### src/rtl/ad7760_seq_ctrl_pkg.sv
// rtl/ad7760_seq_ctrl_pkg.sv - shared types and constants for the AD7760 sequencer
package ad7760_seq_ctrl_pkg;

  typedef enum logic [3:0] {
    ST_IDLE    = 4'd0,
    ST_RST_LO  = 4'd1,
    ST_RST_HI  = 4'd2,
    ST_WR_ADDR = 4'd3,
    ST_GAP_A   = 4'd4,
    ST_WR_VAL  = 4'd5,
    ST_GAP_V   = 4'd6,
    ST_SETTLE  = 4'd7,
    ST_CAPTURE = 4'd8
  } state_e;

  localparam int TMR_W = 16;

  localparam logic [15:0] CTRL1_ADDR = 16'h0001;
  localparam logic [15:0] CTRL2_ADDR = 16'h0002;
  localparam logic [15:0] CTRL1_VAL  = 16'h0000;
  localparam logic [15:0] CTRL2_VAL  = 16'h0022;

endpackage

### src/rtl/ad7760_seq_ctrl_if.sv
// rtl/ad7760_seq_ctrl_if.sv - ADC parallel bus and sample stream bundle
interface ad7760_seq_ctrl_if #(
  parameter int DW = 16
);
  logic          drdy_n;
  logic [DW-1:0] adc_din;
  logic [DW-1:0] adc_dout;
  logic          adc_doe;
  logic          o_rest_n;
  logic          cs_n;
  logic          r_n_w;
  logic [DW-1:0] m_data;
  logic          m_valid;
  logic          m_ready;

  modport master (
    input  drdy_n, adc_din, m_ready,
    output adc_dout, adc_doe, o_rest_n, cs_n, r_n_w, m_data, m_valid
  );

  modport slave (
    output drdy_n, adc_din, m_ready,
    input  adc_dout, adc_doe, o_rest_n, cs_n, r_n_w, m_data, m_valid
  );
endinterface

### src/rtl/ad7760_seq_ctrl_drdy_sync_edge.sv
// rtl/ad7760_seq_ctrl_drdy_sync_edge.sv - drdy_n synchroniser with registered falling-edge pulse
module drdy_sync_edge (
  input  logic clk_i,
  input  logic rst_i,
  input  logic drdy_n_i,
  output logic fall_o
);
  logic s1_q, s2_q, s3_q, fall_q;

  // Sync stages reset high (drdy idle) so release never fakes an edge.
  always_ff @(posedge clk_i or posedge rst_i) begin
    if (rst_i) begin
      s1_q   <= 1'b1;
      s2_q   <= 1'b1;
      s3_q   <= 1'b1;
      fall_q <= 1'b0;
    end else begin
      s1_q   <= drdy_n_i;
      s2_q   <= s1_q;
      s3_q   <= s2_q;
      fall_q <= s3_q & ~s2_q;
    end
  end

  assign fall_o = fall_q;
endmodule

### src/rtl/ad7760_seq_ctrl.sv
// rtl/ad7760_seq_ctrl.sv - AD7760 reset, register-write and sample-capture sequencer (MCLK domain)
module ad7760_seq_ctrl
  import ad7760_seq_ctrl_pkg::*;
#(
  parameter int DW         = 16,
  parameter int NUM_CFG    = 2,
  parameter int RST_LO_CYC = 2,
  parameter int RST_HI_CYC = 3,
  parameter int WR_CYC     = 8,
  parameter int GAP_CYC    = 8,
  parameter int SETTLE_CYC = 6
) (
  input  logic              mclk,
  input  logic              i_rest,
  input  logic              command,
  ad7760_seq_ctrl_if.master bus,
  output logic [3:0]        cfg_idx,
  input  logic [2*DW-1:0]   cfg_word,
  output logic [7:0]        ovf_cnt,
  output logic              cfg_done,
  output logic              busy
);

  state_e           state_q, state_d;
  logic [TMR_W-1:0] tmr_q, tmr_d;
  logic [3:0]       cfg_idx_q, cfg_idx_d;
  logic             rest_n_q, rest_n_d;
  logic             cs_n_q, cs_n_d;
  logic             r_n_w_q, r_n_w_d;
  logic             doe_q, doe_d;
  logic [DW-1:0]    dout_q, dout_d;
  logic [DW-1:0]    m_data_q, m_data_d;
  logic             m_valid_q, m_valid_d;
  logic [7:0]       ovf_q, ovf_d;
  logic             drdy_fall, capture, tmr_zero, last_cfg;

  function automatic logic [TMR_W-1:0] load_of(state_e s);
    case (s)
      ST_RST_LO:           load_of = TMR_W'(RST_LO_CYC - 1);
      ST_RST_HI:           load_of = TMR_W'(RST_HI_CYC - 1);
      ST_WR_ADDR, ST_WR_VAL: load_of = TMR_W'(WR_CYC - 1);
      ST_GAP_A, ST_GAP_V:  load_of = TMR_W'(GAP_CYC - 1);
      ST_SETTLE:           load_of = TMR_W'(SETTLE_CYC - 1);
      default:             load_of = '0;
    endcase
  endfunction

  drdy_sync_edge u_drdy (
    .clk_i    (mclk),
    .rst_i    (i_rest),
    .drdy_n_i (bus.drdy_n),
    .fall_o   (drdy_fall)
  );

  assign tmr_zero = (tmr_q == '0);
  assign last_cfg = (cfg_idx_q == 4'(NUM_CFG - 1));
  assign capture  = drdy_fall && (state_q == ST_CAPTURE);

  always_ff @(posedge mclk or posedge i_rest) begin
    if (i_rest) begin
      state_q   <= ST_IDLE;
      tmr_q     <= '0;
      cfg_idx_q <= '0;
      rest_n_q  <= 1'b1;
      cs_n_q    <= 1'b1;
      r_n_w_q   <= 1'b1;
      doe_q     <= 1'b0;
      dout_q    <= '0;
      m_data_q  <= '0;
      m_valid_q <= 1'b0;
      ovf_q     <= '0;
    end else begin
      state_q   <= state_d;
      tmr_q     <= tmr_d;
      cfg_idx_q <= cfg_idx_d;
      rest_n_q  <= rest_n_d;
      cs_n_q    <= cs_n_d;
      r_n_w_q   <= r_n_w_d;
      doe_q     <= doe_d;
      dout_q    <= dout_d;
      m_data_q  <= m_data_d;
      m_valid_q <= m_valid_d;
      ovf_q     <= ovf_d;
    end
  end

  // Command is only sampled at IDLE, SETTLE exit and in CAPTURE; config writes always finish.
  always_comb begin
    state_d   = state_q;
    cfg_idx_d = cfg_idx_q;
    case (state_q)
      ST_IDLE:    if (command) state_d = ST_RST_LO;
      ST_RST_LO:  if (tmr_zero) state_d = ST_RST_HI;
      ST_RST_HI: begin
        cfg_idx_d = '0;
        if (tmr_zero) state_d = ST_WR_ADDR;
      end
      ST_WR_ADDR: if (tmr_zero) state_d = ST_GAP_A;
      ST_GAP_A:   if (tmr_zero) state_d = ST_WR_VAL;
      ST_WR_VAL:  if (tmr_zero) state_d = ST_GAP_V;
      ST_GAP_V: begin
        if (tmr_zero) begin
          if (last_cfg) begin
            state_d = ST_SETTLE;
          end else begin
            cfg_idx_d = cfg_idx_q + 4'd1;
            state_d   = ST_WR_ADDR;
          end
        end
      end
      ST_SETTLE:  if (tmr_zero) state_d = command ? ST_CAPTURE : ST_IDLE;
      ST_CAPTURE: if (!command) state_d = ST_IDLE;
      default:    state_d = ST_IDLE;
    endcase

    if (state_d != state_q) tmr_d = load_of(state_d);
    else if (!tmr_zero)     tmr_d = tmr_q - 1'b1;
    else                    tmr_d = tmr_q;
  end

  // Bus outputs are decoded from the next state so the registered pins line up with state_q.
  always_comb begin
    rest_n_d = 1'b1;
    cs_n_d   = 1'b1;
    r_n_w_d  = 1'b1;
    doe_d    = 1'b0;
    dout_d   = '0;
    case (state_d)
      ST_RST_LO: rest_n_d = 1'b0;
      ST_WR_ADDR: begin
        cs_n_d = 1'b0;
        doe_d  = 1'b1;
        dout_d = cfg_word[2*DW-1:DW];
      end
      ST_WR_VAL: begin
        cs_n_d = 1'b0;
        doe_d  = 1'b1;
        dout_d = cfg_word[DW-1:0];
      end
      ST_CAPTURE: begin
        cs_n_d  = 1'b0;
        r_n_w_d = 1'b0;
      end
      default: ;
    endcase
  end

  always_comb begin
    m_data_d  = m_data_q;
    m_valid_d = m_valid_q;
    ovf_d     = ovf_q;
    if (capture) begin
      if (!m_valid_q || bus.m_ready) begin
        m_data_d  = bus.adc_din;
        m_valid_d = 1'b1;
      end else if (ovf_q != 8'hFF) begin
        ovf_d = ovf_q + 8'd1;
      end
    end else if (m_valid_q && bus.m_ready) begin
      m_valid_d = 1'b0;
    end
  end

  // cfg_idx leads by one cycle so the external table lookup is ready for the dout register.
  assign cfg_idx      = cfg_idx_d;
  assign bus.o_rest_n = rest_n_q;
  assign bus.cs_n     = cs_n_q;
  assign bus.r_n_w    = r_n_w_q;
  assign bus.adc_doe  = doe_q;
  assign bus.adc_dout = dout_q;
  assign bus.m_data   = m_data_q;
  assign bus.m_valid  = m_valid_q;
  assign ovf_cnt      = ovf_q;
  assign cfg_done     = (state_q == ST_CAPTURE);
  assign busy         = (state_q != ST_IDLE);

endmodule

### src/flat_wrapper.sv
// flat-port wrapper written by rule: the top's interface ports become plain ports
module ad7760_seq_ctrl_flat import ad7760_seq_ctrl_pkg::*;
#(
  parameter int DW         = 16,
  parameter int NUM_CFG    = 2,
  parameter int RST_LO_CYC = 2,
  parameter int RST_HI_CYC = 3,
  parameter int WR_CYC     = 8,
  parameter int GAP_CYC    = 8,
  parameter int SETTLE_CYC = 6
)
  (mclk, i_rest, command, cfg_idx, cfg_word, ovf_cnt, cfg_done, busy, bus_drdy_n, bus_adc_din, bus_m_ready, bus_adc_dout, bus_adc_doe, bus_o_rest_n, bus_cs_n, bus_r_n_w, bus_m_data, bus_m_valid);
  ad7760_seq_ctrl_if #(.DW(DW)) bus_i ();
  input  logic mclk;
  input  logic i_rest;
  input  logic command;
  output logic [3:0] cfg_idx;
  input  logic [2*DW-1:0] cfg_word;
  output logic [7:0] ovf_cnt;
  output logic cfg_done;
  output logic busy;
  input wire logic [$bits(bus_i.drdy_n)-1:0] bus_drdy_n;
  input wire logic [$bits(bus_i.adc_din)-1:0] bus_adc_din;
  input wire logic [$bits(bus_i.m_ready)-1:0] bus_m_ready;
  output wire logic [$bits(bus_i.adc_dout)-1:0] bus_adc_dout;
  output wire logic [$bits(bus_i.adc_doe)-1:0] bus_adc_doe;
  output wire logic [$bits(bus_i.o_rest_n)-1:0] bus_o_rest_n;
  output wire logic [$bits(bus_i.cs_n)-1:0] bus_cs_n;
  output wire logic [$bits(bus_i.r_n_w)-1:0] bus_r_n_w;
  output wire logic [$bits(bus_i.m_data)-1:0] bus_m_data;
  output wire logic [$bits(bus_i.m_valid)-1:0] bus_m_valid;
  assign bus_i.drdy_n = bus_drdy_n;
  assign bus_i.adc_din = bus_adc_din;
  assign bus_i.m_ready = bus_m_ready;
  assign bus_adc_dout = bus_i.adc_dout;
  assign bus_adc_doe = bus_i.adc_doe;
  assign bus_o_rest_n = bus_i.o_rest_n;
  assign bus_cs_n = bus_i.cs_n;
  assign bus_r_n_w = bus_i.r_n_w;
  assign bus_m_data = bus_i.m_data;
  assign bus_m_valid = bus_i.m_valid;
  ad7760_seq_ctrl #(.DW(DW), .NUM_CFG(NUM_CFG), .RST_LO_CYC(RST_LO_CYC), .RST_HI_CYC(RST_HI_CYC), .WR_CYC(WR_CYC), .GAP_CYC(GAP_CYC), .SETTLE_CYC(SETTLE_CYC)) u_core (.mclk(mclk), .i_rest(i_rest), .command(command), .bus(bus_i), .cfg_idx(cfg_idx), .cfg_word(cfg_word), .ovf_cnt(ovf_cnt), .cfg_done(cfg_done), .busy(busy));
endmodule
### config.mk
export PLATFORM = sky130hd
export DESIGN_NAME = ad7760_seq_ctrl_flat
export DESIGN_NICKNAME = d
export VERILOG_FILES = /design/src/rtl/ad7760_seq_ctrl_pkg.sv /design/src/rtl/ad7760_seq_ctrl_if.sv /design/src/rtl/ad7760_seq_ctrl_drdy_sync_edge.sv /design/src/rtl/ad7760_seq_ctrl.sv /design/src/flat_wrapper.sv
export SDC_FILE = /design/constraint.sdc
export NUM_CORES = 1
export LEC_CHECK = 0
export ABC_AREA = 1
export CAP_MARGIN = 40
export CORE_UTILIZATION = 40
export CTS_CLUSTER_DIAMETER = 120
export DETAILED_ROUTE_END_ITERATION = 6
export PLACE_DENSITY = 0.78
export SLEW_MARGIN = 30
export SYNTH_ARGS = -nofsm -noshare
export SYNTH_HDL_FRONTEND = slang
export SYNTH_HIERARCHICAL = 1
export SYNTH_SLANG_ARGS = --single-unit
### constraint.sdc
create_clock -name mclk -period 2.8 [get_ports mclk]
set_input_delay 0.28 -clock mclk [delete_from_list [all_inputs] [get_ports mclk]]
set_output_delay 0.28 -clock mclk [all_outputs]
set_load 0.01 [all_outputs]
==> results of run 1 <==
-- power by group through the flow --
stage                     clock network [uW]  logic (uW)  registers [uW]
after floorplan                            0        2010            1530
after global placement                     0        2520            1490
after detailed placement                   0        2580            1500
after CTS                                742        2590            1480
after global routing                     789        2830            1510
final                                    721        2550            1480
-- cell families (layout without fill, tap and decap cells) --
kind of cell / count (synthesis) / after routing
flops: 73 / 73
fa+ha+maj: 4 / 4
mux: 17 / 17
compound gates: 33 / 33
simple gates: 160 / 160
xor+xnor: 20 / 20
buf+inv: 54 / 170
-- worst min path at each step --
stage | endpoint | slack, ns | cells past startpoint
after floorplan | u_core/u_drdy/fall_o$_DFF_PP0_ | 0.04 | 1
after global placement | u_core/u_drdy/s2_q$_DFF_PP1_ | 0.35 | 0
after detailed placement | u_core/u_drdy/s2_q$_DFF_PP1_ | 0.35 | 0
after CTS | u_core/u_drdy/fall_o$_DFF_PP0_ | 0.15 | 2
after global routing | u_core/u_drdy/fall_o$_DFF_PP0_ | 0.18 | 2
final | u_core/u_drdy/fall_o$_DFF_PP0_ | 0.16 | 2
-- per-layer routing --
| layer | GRT usage (%) | vias up |
|---|---|---|
| li1 | - | 1390 |
| met1 | 18.5 | 1373 |
| met2 | 27.9 | 63 |
| met3 | 6.20 | 15 |
| met4 | 5.91 | 0 |
| met5 | 0 | - |
-- timing repair --
item,CTS,global route
hold buffers,0,0
resized for setup,0,3
endpoints found under the hold margin,0,0
endpoints found under the setup margin,0,3
-- flip-flops by register name, indices dropped and copies added, names as in the netlist, 4 cells and up --
| name | count |
|---|---|
| u_core/bus.adc_dout | 16 |
| u_core/bus.m_data | 16 |
| u_core/cfg_idx_q | 4 |
| u_core/ovf_cnt | 8 |
| u_core/state_q | 4 |
| u_core/tmr_q | 16 |
-- through the flow --
| step | instance area, um2 | utilization [%] | setup WS, ns | hold WS (ns) | std cells |
|---|---|---|---|---|---|
| global route | 5190 | 55.9 | 0.00573 | 0.185 | 606 |
| global placement | 5010 | 54.0 | 0.477 | 0.346 | 590 |
| floorplan | 3850 | - | 0.785 | 0.0439 | 361 |
| finish | 5190 | 55.9 | 0.160 | 0.161 | 606 |
| detailed placement | 5010 | 54.0 | 0.410 | 0.348 | 590 |
| CTS | 5180 | 55.8 | 0.0425 | 0.153 | 606 |
-- critical path, stage by stage, from the launching register on --
cell and delay (ns):
dfrtp_1 0.36, inv_1 0.12, ha_1 0.23, nand2_2 0.13
nor2_8 0.17, nand3_2 0.09, inv_1 0.08, nand2_1 0.07
o21ai_0 0.20, clkdlybuf4s50_1 0.58
-- cells in the mapped netlist (all sizes together), types with 2 or more instances --
library cell,instances
nand2,55
nand3,41
o21ai,22
a21oi,4
ha,4
nor2,53
dfrtp,67
mux2,17
a22oi,2
buf,5
xor2,12
inv,49
dfstp,6
nand4,2
xnor2,8
nor3,6
-- cell type report --
type	count	area, um2	area share (%)
clock buffer	10	128	2.46
clock inverter	6	42.5	0.820
inverter	49	189	3.64
multi-input combinational	234	1770	34.1
sequential	73	1830	35.3
tap	129	161	3.11
timing repair buffer	105	1060	20.5
==> out/qor.yml, run 1 <==
synth_mux_area_share_pct: 4.97
rr_endpoint: "u_core/bus.adc_dout[14]$_DFF_PP0_"
cp-end-kind: "output pin"
clk_pin_slew_ns: 0.07
final_common_cell: "clkdlybuf4s50_1"
start_util_pct: 41.5
fp.dieW_um: 100
drc: 0
finalHoldViolCount: 0
vias: 2841
drt_first_pass_iters: 4
cp.required_ns: 2.52
yosys.area.top_type: "dfrtp_1"
root_buffer: "clkbuf_8"
ant_nets: 0
synth_top_cell_area_share_pct: 43.5
avgSynthCellArea_um2: 10.7
synth-xor-area-share_pct: 4.55
diodes: 0
p_seq_share_pct: 31.1
clkLatencyLatePin_ns: 0.35
seq_area_frac_synth_pct: 47.6
tns_ns: 0
crit_fanout: 5
power.switching_uw: 2120
syn_area_um2: 3850
async_flop_share_pct: 100
synth_top_family_by_area: "simple AND/OR/NAND/NOR gates"
ioPinCount: 104
syn_inst: 361
nets: 529
r2r_cells: 10
grt.total_usage_pct: 16.3
critPathArrivalTime_ns: 2.36
synth_seq_cells: 73
die_y_um: 100
viasPerCell: 4.69
cts-buffers-inserted: 9
cts_num_sinks: 73
fillers: 820
wl_per_cell_um: 12.7
drtIter0Drc: 92
cp-startpoint: "u_core/tmr_q[0]$_DFFE_PP0P_"
final_cell_mix: "101 x clkdlybuf4s50_1, 67 x dfrtp_1, 41 x inv_1"
p_int_uw: 2630
synth_edf_count: 0
top_layer: "met4"
holdCritPathClass: "primary input to asynchronous set/reset pin"
tightest_slew_ns: 0.714
slew-limit-headroom_pct: 52.4
clock.fmax_ghz: 0.379
powerDensity_nw_per_um2: 916
area_growth_pct: 34.7
p_leak_uw: 0.00241
cts_tree: "yes"
synthFlopType: "dfrtp_1"
grt_max_degree: 34
antenna_found_initial: 0
grt_pass1_wl_mm: 12.9
grt_pass1_vias: 2863
rsz0062_at_grt: "no"
met3_length_um: 530
io_buffers: 103
m1WireLength_mm: 2.99
drive_gt1_share_pct: 28.7
cts_setup_buffers: 0
synth_compound_area_share_pct: 6.82
start_kind: "flop"
r2r-start: "u_core/tmr_q[0]$_DFFE_PP0P_"
clock_power_share_pct: 15.2
finalMaxSlewViolations: 0
maxCapViolations: 0
finalPower_uw: 4750
peakVddDrop_uv: 546
status: "completed"
syn_nets: 418
rrSetupSlack_ns: 0.52
dr_wl_met2_mm: 4.02
core_um2: 9280
synth_area_leaders: "dfrtp_1 44%, mux2_2 5.0%, nand3_2 4.2%"
wl_mm: 7.71
fin_skew_ns: 0.0146
ys_warn_count: 6
finalCritPeriodShare_pct: 94.3
dp_hpwl_mm: 5.89
combPwrFrac_pct: 53.7
fin_crit_ns: 2.64
yosys.area_share.simple_pct: 28.3
overflow: 0
endpoint: "cfg_idx[0]"
place.gp.congestion: 0.807
fp-row-count: 35
synth_cell_types: 43
h-tree-depth: 3
switching_share_pct: 44.6
setup_viol: 0
dieArea_um2: 10000
clockBufferDepth: 2
critical_path_class: "flop to output pin"
synth_adder_area_share_pct: 1.30
Note: power is estimated with default switching activity, not from simulation.
==> inputs of run 2 (changes only) <==
--- a/config.mk
+++ b/config.mk
@@ -7,10 +7,10 @@
 export LEC_CHECK = 0
 export ABC_AREA = 1
 export CAP_MARGIN = 40
-export CORE_UTILIZATION = 40
-export CTS_CLUSTER_DIAMETER = 120
+export CORE_UTILIZATION = 49
+export CTS_CLUSTER_DIAMETER = 50
 export DETAILED_ROUTE_END_ITERATION = 6
-export PLACE_DENSITY = 0.78
+export PLACE_DENSITY = 0.91
 export SLEW_MARGIN = 30
 export SYNTH_ARGS = -nofsm -noshare
 export SYNTH_HDL_FRONTEND = slang
==> out/qor.yml, run 2 (same netlist as run 1, synthesis figures left out) <==
diodes: 0
final_cell_mix: "101 x clkdlybuf4s50_1, 67 x dfrtp_1, 41 x inv_1"
setup_viol: 0
finalHoldViolCount: 0
antenna_found_initial: 0
powerDensity_nw_per_um2: 928
slew-limit-headroom_pct: 69.8
fillers: 542
crit_family: "buffers and inverters"
overflow: 0
grt_pass1_vias: 2810
critical_path_class: "flop to output pin"
rsz0062_at_grt: "no"
clockBufferDepth: 2
fp.dieW_um: 90.7
critPathMostFrequentCell: "inv_1"
tns_ns: 0
fp-row-count: 31
slowest_stage: "clkdlybuf4s50_1"
cp_slowest_stage_delay_ns: 0.57
drtIter0Drc: 118
core_um2: 7410
cts_tree: "yes"
io_buffers: 103
area_growth_pct: 33.4
tightest_slew_ns: 0.453
holdCritPathClass: "primary input to asynchronous set/reset pin"
cts-buffers-inserted: 9
clock.fmax_ghz: 0.386
place.gp.congestion: 0.876
grt_max_degree: 30
viasPerCell: 4.88
grt.total_usage_pct: 20.3
final_common_cell: "clkdlybuf4s50_1"
h-tree-depth: 3
instances_no_fill: 576
cp_cell_sequence: "inv_1 > ha_1 > nand2_2 > nor2_8 > nand3_2 > inv_1 > nand2_1 > o21ai_1 > clkdlybuf4s50_1"
cp_num_buf_inv: 3
p_leak_uw: 0.00240
die_y_um: 90.7
wl_mm: 7.83
dieArea_um2: 8220
root_buffer: "clkbuf_8"
status: "completed"
grt_pass1_wl_mm: 13.1
finalPower_uw: 4770
critPathArrivalTime_ns: 2.31
finalCritPeriodShare_pct: 92.4
drt_first_pass_iters: 4
ant_nets: 0
cts_num_sinks: 73
cp-end-kind: "output pin"
nets: 529
peakVddDrop_uv: 658
dp_hpwl_mm: 5.96
clk_pin_slew_ns: 0.08
ioPinCount: 104
fin_crit_ns: 2.59
fin_skew_ns: 0.00947
dp_cells: 560
cts_setup_buffers: 0
crit_fanout: 5
cp.required_ns: 2.52
start_kind: "flop"
vias: 2808
clkLatencyLatePin_ns: 0.34
drc: 0
maxCapViolations: 0
wl_per_cell_um: 13.6
finalMaxSlewViolations: 0
drive_gt1_share_pct: 28.7
start_util_pct: 52.0
==> run 2: where the power goes <==
| group | switching (uW) | internal [uW] | total (uW) |
|---|---|---|---|
| sequential | 171 | 1310 | 1480 |
| clock | 399 | 323 | 722 |
| combinational | 1570 | 1000 | 2570 |
| total | 2140 | 2630 | 4770 |
==> run 2: timing repair <==
action,CTS,global route
resized for setup,0,4
endpoints found under the hold margin,0,0
hold buffers,0,0
setup endpoints to repair,0,4
==> run 2: layout make-up <==
class	instances	area (um2)	share of cell area, %
Sequential cell	73	1830	35.7
Multi-Input combinational cell	234	1770	34.5
Timing Repair Buffer	105	1050	20.4
Inverter	49	189	3.68
Clock buffer	10	128	2.48
Tap cell	99	124	2.41
Clock inverter	6	42.5	0.828
==> run 2: worst reg2reg max path, cell delays in order (launching register included) <==
cell	delay, ns
dfrtp_1	0.37
inv_1	0.12
ha_1	0.22
nand2_2	0.13
nor2_8	0.17
nand3_4	0.12
nor2_4	0.20
nor2_8	0.08
inv_6	0.09
nand3_2	0.37
o21ai_0	0.35
==> run 2: metal layers <==
metal / vias to the layer above / share of wire, % / GRT usage [%]
li1: 1387 / - / -
met1: 1328 / 41 / 25.0
met2: 82 / 52 / 33.7
met3: 11 / 5.8 / 4.97
met4: 0 / 1.7 / 8.74
met5: - / 0 / 0
==> run 2: per-stage QoR <==
| step | instance area (um2) | setup WS (ns) | util [%] | hold slack, ns |
|---|---|---|---|---|
| 2_1_floorplan | 3850 | 0.785 | - | 0.0439 |
| 3_3_place_gp | 4960 | 0.470 | 67.0 | 0.346 |
| 3_5_place_dp | 4960 | 0.413 | 67.0 | 0.349 |
| 4_1_cts | 5130 | 0.0456 | 69.3 | 0.195 |
| 5_1_grt | 5140 | 0.00221 | 69.4 | 0.191 |
| 6_report | 5140 | 0.212 | 69.4 | 0.196 |
==> run 2: path summary, 6_finish.rpt <==
check | startpoint | to | slack [ns] | depth (start not counted)
max reg2reg | u_core/tmr_q[0]$_DFFE_PP0P_ | u_core/bus.adc_dout[0]$_DFF_PP0_ | 0.50 | 10
min | i_rest | u_core/u_drdy/fall_o$_DFF_PP0_ | 0.20 | 2
min in group mclk | bus_drdy_n | u_core/u_drdy/s1_q$_DFF_PP1_ | 0.34 | 1
max in group asynchronous | i_rest | u_core/bus.o_rest_n$_DFF_PP1_ | 1.81 | 3
min reg2reg | u_core/u_drdy/s1_q$_DFF_PP1_ | u_core/u_drdy/s2_q$_DFF_PP1_ | 0.37 | 0
max | u_core/tmr_q[0]$_DFFE_PP0P_ | cfg_idx[0] | 0.21 | 9
==> inputs of run 3 (changes only) <==
--- a/config.mk
+++ b/config.mk
@@ -6,11 +6,11 @@
 export NUM_CORES = 1
 export LEC_CHECK = 0
 export ABC_AREA = 1
-export CAP_MARGIN = 40
 export CORE_UTILIZATION = 49
-export CTS_CLUSTER_DIAMETER = 50
+export CTS_CLUSTER_DIAMETER = 40
 export DETAILED_ROUTE_END_ITERATION = 6
 export PLACE_DENSITY = 0.91
+export SKIP_LAST_GASP = 1
 export SLEW_MARGIN = 30
 export SYNTH_ARGS = -nofsm -noshare
 export SYNTH_HDL_FRONTEND = slang
==> results of run 3 <==
The final DEF is identical to that of run 2; final timing and power are the same.
